File: config.mk
export PLATFORM = sky130hd
export DESIGN_NAME = conv_window_gen_flat
export DESIGN_NICKNAME = d
export VERILOG_FILES = /design/src/rtl/conv_window_gen_if.sv /design/src/rtl/conv_window_gen.sv /design/src/flat_wrapper.sv
export SDC_FILE = /design/constraint.sdc
export NUM_CORES = 1
export LEC_CHECK = 0
export ABC_AREA = 1
export CAP_MARGIN = 25
export CORE_MARGIN = 5
export CORE_UTILIZATION = 40
export DETAILED_ROUTE_END_ITERATION = 8
export PLACE_DENSITY = 0.63
export SYNTH_ARGS = -nofsm -noshare
export SYNTH_HDL_FRONTEND = slang
export SYNTH_SLANG_ARGS = --single-unit
File: constraint.sdc
create_clock -name clk -period 21.9 [get_ports clk]
set_input_delay 4.38 -clock clk [delete_from_list [all_inputs] [get_ports clk]]
set_output_delay 4.38 -clock clk [all_outputs]
set_load 0.02 [all_outputs]
File: src/rtl/conv_window_gen_if.sv
// Streaming bus between the pixel source, the window generator and the convolution engine.
// The master side drives pixels and samples windows; the slave side is the window generator.
interface conv_window_gen_if #(
    parameter int unsigned CL_IN  = 4,
    parameter int unsigned KERNEL = 3,
    parameter int unsigned N      = 4
);
    logic [CL_IN*N-1:0]               pix_in;
    logic                             en_in;
    logic [CL_IN*KERNEL*KERNEL*N-1:0] data2conv;
    logic                             en_out;
    logic                             eof_out;

    modport master (
        output pix_in,
        output en_in,
        input  data2conv,
        input  en_out,
        input  eof_out
    );

    modport slave (
        input  pix_in,
        input  en_in,
        output data2conv,
        output en_out,
        output eof_out
    );
endinterface

File: src/rtl/conv_window_gen.sv
// Sliding KERNEL x KERNEL window generator for a raster-order multi-channel pixel stream.
// Buffers KERNEL-1 lines and emits one window per valid output position.
module conv_window_gen #(
    parameter int unsigned CL_IN  = 4,
    parameter int unsigned KERNEL = 3,
    parameter int unsigned N      = 4,
    parameter int unsigned IMG_W  = 8,
    parameter int unsigned IMG_H  = 8
) (
    input  logic             clk,
    input  logic             rst,
    conv_window_gen_if.slave bus
);
    localparam int unsigned PW = CL_IN * N;
    localparam int unsigned WW = CL_IN * KERNEL * KERNEL * N;
    localparam int unsigned CW = (IMG_W > 1) ? $clog2(IMG_W) : 1;
    localparam int unsigned RW = (IMG_H > 1) ? $clog2(IMG_H) : 1;

    logic [CW-1:0] col_q, col_d;
    logic [RW-1:0] row_q, row_d;

    logic [KERNEL-1:0][KERNEL-1:0][PW-1:0] win_q, win_d;
    logic [KERNEL-1:0][PW-1:0]             slice_c;

    logic [WW-1:0] data_q, data_d;
    logic          en_out_q, en_out_d;
    logic          eof_q, eof_d;

    logic col_last_c;
    logic row_last_c;
    logic win_valid_c;

    assign col_last_c = (col_q == CW'(IMG_W - 1));
    assign row_last_c = (row_q == RW'(IMG_H - 1));

    // Newest vertical slice: bottom row straight from the input, upper rows from the line buffers.
    assign slice_c[KERNEL-1] = bus.pix_in;

    if (KERNEL > 1) begin : g_lb
        logic [PW-1:0] mem    [KERNEL-1][IMG_W];
        logic [PW-1:0] lb_out [KERNEL-1];

        for (genvar j = 0; j < int'(KERNEL) - 1; j++) begin : g_tap
            assign lb_out[j]             = mem[j][col_q];
            assign slice_c[KERNEL-2-j]   = lb_out[j];
        end

        // Circular line buffers sharing the column pointer; contents need no reset.
        always_ff @(posedge clk) begin
            if (bus.en_in) begin
                mem[0][col_q] <= bus.pix_in;
                for (int j = 1; j < int'(KERNEL) - 1; j++) begin
                    mem[j][col_q] <= lb_out[j-1];
                end
            end
        end

        assign win_valid_c = (row_q >= RW'(KERNEL - 1)) && (col_q >= CW'(KERNEL - 1));
    end else begin : g_nolb
        assign win_valid_c = 1'b1;
    end

    // Next-state: raster counters, window shift and output capture.
    always_comb begin
        col_d    = col_q;
        row_d    = row_q;
        win_d    = win_q;
        data_d   = data_q;
        en_out_d = 1'b0;
        eof_d    = 1'b0;

        if (bus.en_in) begin
            if (col_last_c) begin
                col_d = '0;
                row_d = row_last_c ? '0 : row_q + RW'(1);
            end else begin
                col_d = col_q + CW'(1);
            end

            for (int r = 0; r < int'(KERNEL); r++) begin
                for (int c = 0; c + 1 < int'(KERNEL); c++) begin
                    win_d[r][c] = win_q[r][c+1];
                end
                win_d[r][KERNEL-1] = slice_c[r];
            end

            if (win_valid_c) begin
                en_out_d = 1'b1;
                eof_d    = row_last_c && col_last_c;
                for (int i = 0; i < int'(CL_IN); i++) begin
                    for (int r = 0; r < int'(KERNEL); r++) begin
                        for (int c = 0; c < int'(KERNEL); c++) begin
                            data_d[i*KERNEL*KERNEL*N + (r*KERNEL + c)*N +: N] = win_d[r][c][i*N +: N];
                        end
                    end
                end
            end
        end
    end

    always_ff @(posedge clk or posedge rst) begin
        if (rst) begin
            col_q    <= '0;
            row_q    <= '0;
            win_q    <= '0;
            data_q   <= '0;
            en_out_q <= 1'b0;
            eof_q    <= 1'b0;
        end else begin
            col_q    <= col_d;
            row_q    <= row_d;
            win_q    <= win_d;
            data_q   <= data_d;
            en_out_q <= en_out_d;
            eof_q    <= eof_d;
        end
    end

    assign bus.data2conv = data_q;
    assign bus.en_out    = en_out_q;
    assign bus.eof_out   = eof_q;

endmodule

File: src/flat_wrapper.sv
// flat-port wrapper written by rule: the top's interface ports become plain ports
module conv_window_gen_flat 
#(
    parameter int unsigned CL_IN  = 4,
    parameter int unsigned KERNEL = 3,
    parameter int unsigned N      = 4,
    parameter int unsigned IMG_W  = 8,
    parameter int unsigned IMG_H  = 8
)
  (clk, rst, bus_pix_in, bus_en_in, bus_data2conv, bus_en_out, bus_eof_out);
  conv_window_gen_if #(.CL_IN(CL_IN), .KERNEL(KERNEL), .N(N)) bus_i ();
  input  logic clk;
  input  logic rst;
  input wire logic [$bits(bus_i.pix_in)-1:0] bus_pix_in;
  input wire logic [$bits(bus_i.en_in)-1:0] bus_en_in;
  output wire logic [$bits(bus_i.data2conv)-1:0] bus_data2conv;
  output wire logic [$bits(bus_i.en_out)-1:0] bus_en_out;
  output wire logic [$bits(bus_i.eof_out)-1:0] bus_eof_out;
  assign bus_i.pix_in = bus_pix_in;
  assign bus_i.en_in = bus_en_in;
  assign bus_data2conv = bus_i.data2conv;
  assign bus_en_out = bus_i.en_out;
  assign bus_eof_out = bus_i.eof_out;
  conv_window_gen #(.CL_IN(CL_IN), .KERNEL(KERNEL), .N(N), .IMG_W(IMG_W), .IMG_H(IMG_H)) u_core (.clk(clk), .rst(rst), .bus(bus_i));
endmodule
==> results.cfg <==
[yosys]
postSynthAreaPerCell_sq_um = 10.3
yosys_register_bits = 504
synthCells = 1935
yosys_warnings = 0
ys_seq_area_share_pct = 69.4
async_flop_share_pct = 49.2
synth_area_leaders = edfxtp_1 38%, dfrtp_1 31%, nand2_1 12%, inv_1 4.9%, nand3_1 4.7%
netlist_area_sq_um = 20000
yosysTopAreaCell = edfxtp_1
yosysMostFrequentCell = nand2_1
synth_cell_type_count = 23
synthesis.nets = 1960
synth-edff-count = 256
synth_top_area_share_pct = 38.4
synthTopCellsByCount = 652 x nand2_1, 261 x inv_1, 256 x edfxtp_1
ys.flop_type = edfxtp_1

[die]
rows = 82
start_util_pct = 40.1
die_w_um = 234
dieArea_sq_um = 54600
dieHeight_um = 234
ios = 165
coreArea_sq_um = 49900

[sta]
fmax_mhz = 151
worst_pin_slew_ps = 1020
setup_tns_ps = 0
fin_crit_sh_pct = 30.3
period_needed_ps = 6620
drv_slew = 0
skew_ps = 16.3
rsz0062_at_grt = no
finalHoldViolCount = 0
maxSlewHeadroom_pct = 31.8
setup_violations = 0

[run]
maxCapViolCount = 0

[layout]
seqCellArea_sq_um = 13900
layout.nets = 2102
fillers = 4513
multi_input_comb_area_sq_um = 4690
drive_above_1_share_pct = 6.29
final_cells = 2788
area_delta_synth_final_pct = 20.4

[grt]
grt.total_usage_pct = 17.9
grt_overflow_total = 0
grt_max_degree = 135
grt_antenna_before_repair = 1
grt_pass1_vias = 12900
grt_pass1_wl_mm = 75.7

[routing]
wire_per_inst_um = 17.6
totalWireLength_mm = 49.2
drc_errors = 0
vias = 13500
viasPerCell = 4.83
dr.pass1.iters = 6
drt-initial-drc-count = 1321
ant_nets = 0

[clock_network]
postCtsSetupRepairBufs = 0
htree_levels = 2
clock_latency_ps = 570
ctsHoldBuffers = 0
cts_root_buf = clkbuf_16
clk_pin_slew_ps = 60
clkSinkCount = 504
clockBufferDepth = 3
cts_buffers = 50
cts_tree = done
cts_resized = 0

[place]
gp_congestion = 0.788
dp_hpwl_mm = 30.9
port_buffers = 164
dp_cells = 2696

[setup_path]
worstSetupPathType = primary input to asynchronous set/reset pin
crit_path_max_fanout = 108
cp-start-kind = primary input
cp.arrival_ps = 7190
rrSetupSlack_ps = 17740
worstPathRequired_ps = 22470
end_kind = asynchronous set/reset pin
r2r_cells = 10
worstReg2RegStart = u_core.col_q[0]
reg2reg_to = u_core.bus.data2conv[50]

[pwr]
ir_drop_uv = 51.3
leakagePower_nw = 10.9
powerDensity_nw_per_um2 = 148

[min_path]
whs_path_depth = 2
holdPathEnd = u_core.win_q[118]
hp-class = register to register
worstHoldStart = u_core.win_q[134]

[run_status]
status = finished, final reports clean
==> final cells by class <==
type	instances	area share, %
flip-flops and latches	504	57.7
multi-input cells	1071	19.5
repair buffers	186	7.63
clock buffers	73	6.37
inverters	264	4.17
well taps	672	3.49
clock inverters	17	1.18
diodes	1	0.0104
==> layout by cell type (no fill, tap or decap), types with 2 or more instances in the layout <==
master             n
nand2_1          652
inv_1            260
edfxtp_1         256
dfrtp_1          247
nand3_1          187
clkdlybuf4s50_1  163
o21ai_0          154
clkbuf_16         55
o21ai_1           40
buf_4             19
or2_2             10
clkinv_2          10
clkbuf_1           9
clkbuf_8           9
bufinv_16          8
nor2_2             6
ha_1               6
or2_1              5
buf_8              3
nor2_8             2
nor3_4             2
nor2_4             2
==> where the power goes <==
part / switching, mW / total (mW) / internal [mW]
clock: 0.348 / 0.926 / 0.578
sequential: 0.162 / 1.48 / 1.32
combinational: 0.761 / 1.15 / 0.392
==> per-layer routing <==
layer,part of all wire (%),up-vias,wire (um),track usage [%]
li1,-,6476,-,-
met1,46,6535,22500,26.2
met5,0,-,0,0
met2,46,393,22600,28.0
met4,1.7,0,822,4.22
met3,6.6,63,3260,3.14
==> worst max-delay path, stage by stage <==
cell,delay [ps]
clkdlybuf4s50_1,490
inv_8,530
buf_4,840
buf_4,820
==> cell families (layout without fill, tap and decap cells) <==
kind of cell,count (synthesis),after routing,synth area share [%]
adder cells (fa/ha/maj),6,6,0.375
flip-flops,504,504,69.4
other,0,1,0
AO/OA/AOI/OAI,195,195,4.88
AND/OR/NAND/NOR,870,870,17.9
buffers and inverters,360,540,7.44
==> worst max path at each step <==
stage,cells after the start,from,endpoint
after floorplan,1,rst,u_core.bus.data2conv[0]
after global placement,4,rst,u_core.bus.data2conv[100]
after detailed placement,4,rst,u_core.bus.data2conv[94]
after CTS,4,rst,u_core.bus.data2conv[94]
after global routing,4,rst,u_core.win_q[78]
final,4,rst,u_core.win_q[75]
==> flip-flops by register name, summed over array words and instances, names as in the netlist <==
register / cells
u_core.bus.data2conv: 144
u_core.row_q: 3
u_core.g_lb.mem: 256
u_core.bus.eof_out: 1
u_core.bus.en_out: 1
u_core.col_q: 3
u_core.win_q: 96
==> per-stage QoR <==
step           utilization, %  total power, mW  area (sq um)  hold slack [ps]  setup WS (ps)
3_5_place_dp             44.6             2.66         22300              463          14560
2_1_floorplan               -             2.14         20000              453          10710
6_report                 48.3             3.56         24100              475          15280
3_3_place_gp             44.5             2.62         22200              457          14600
5_1_grt                  48.3             3.76         24100              505          14770
4_1_cts                  48.3             3.59         24100              480          15150
Note: power is estimated with default switching activity, not from simulation.
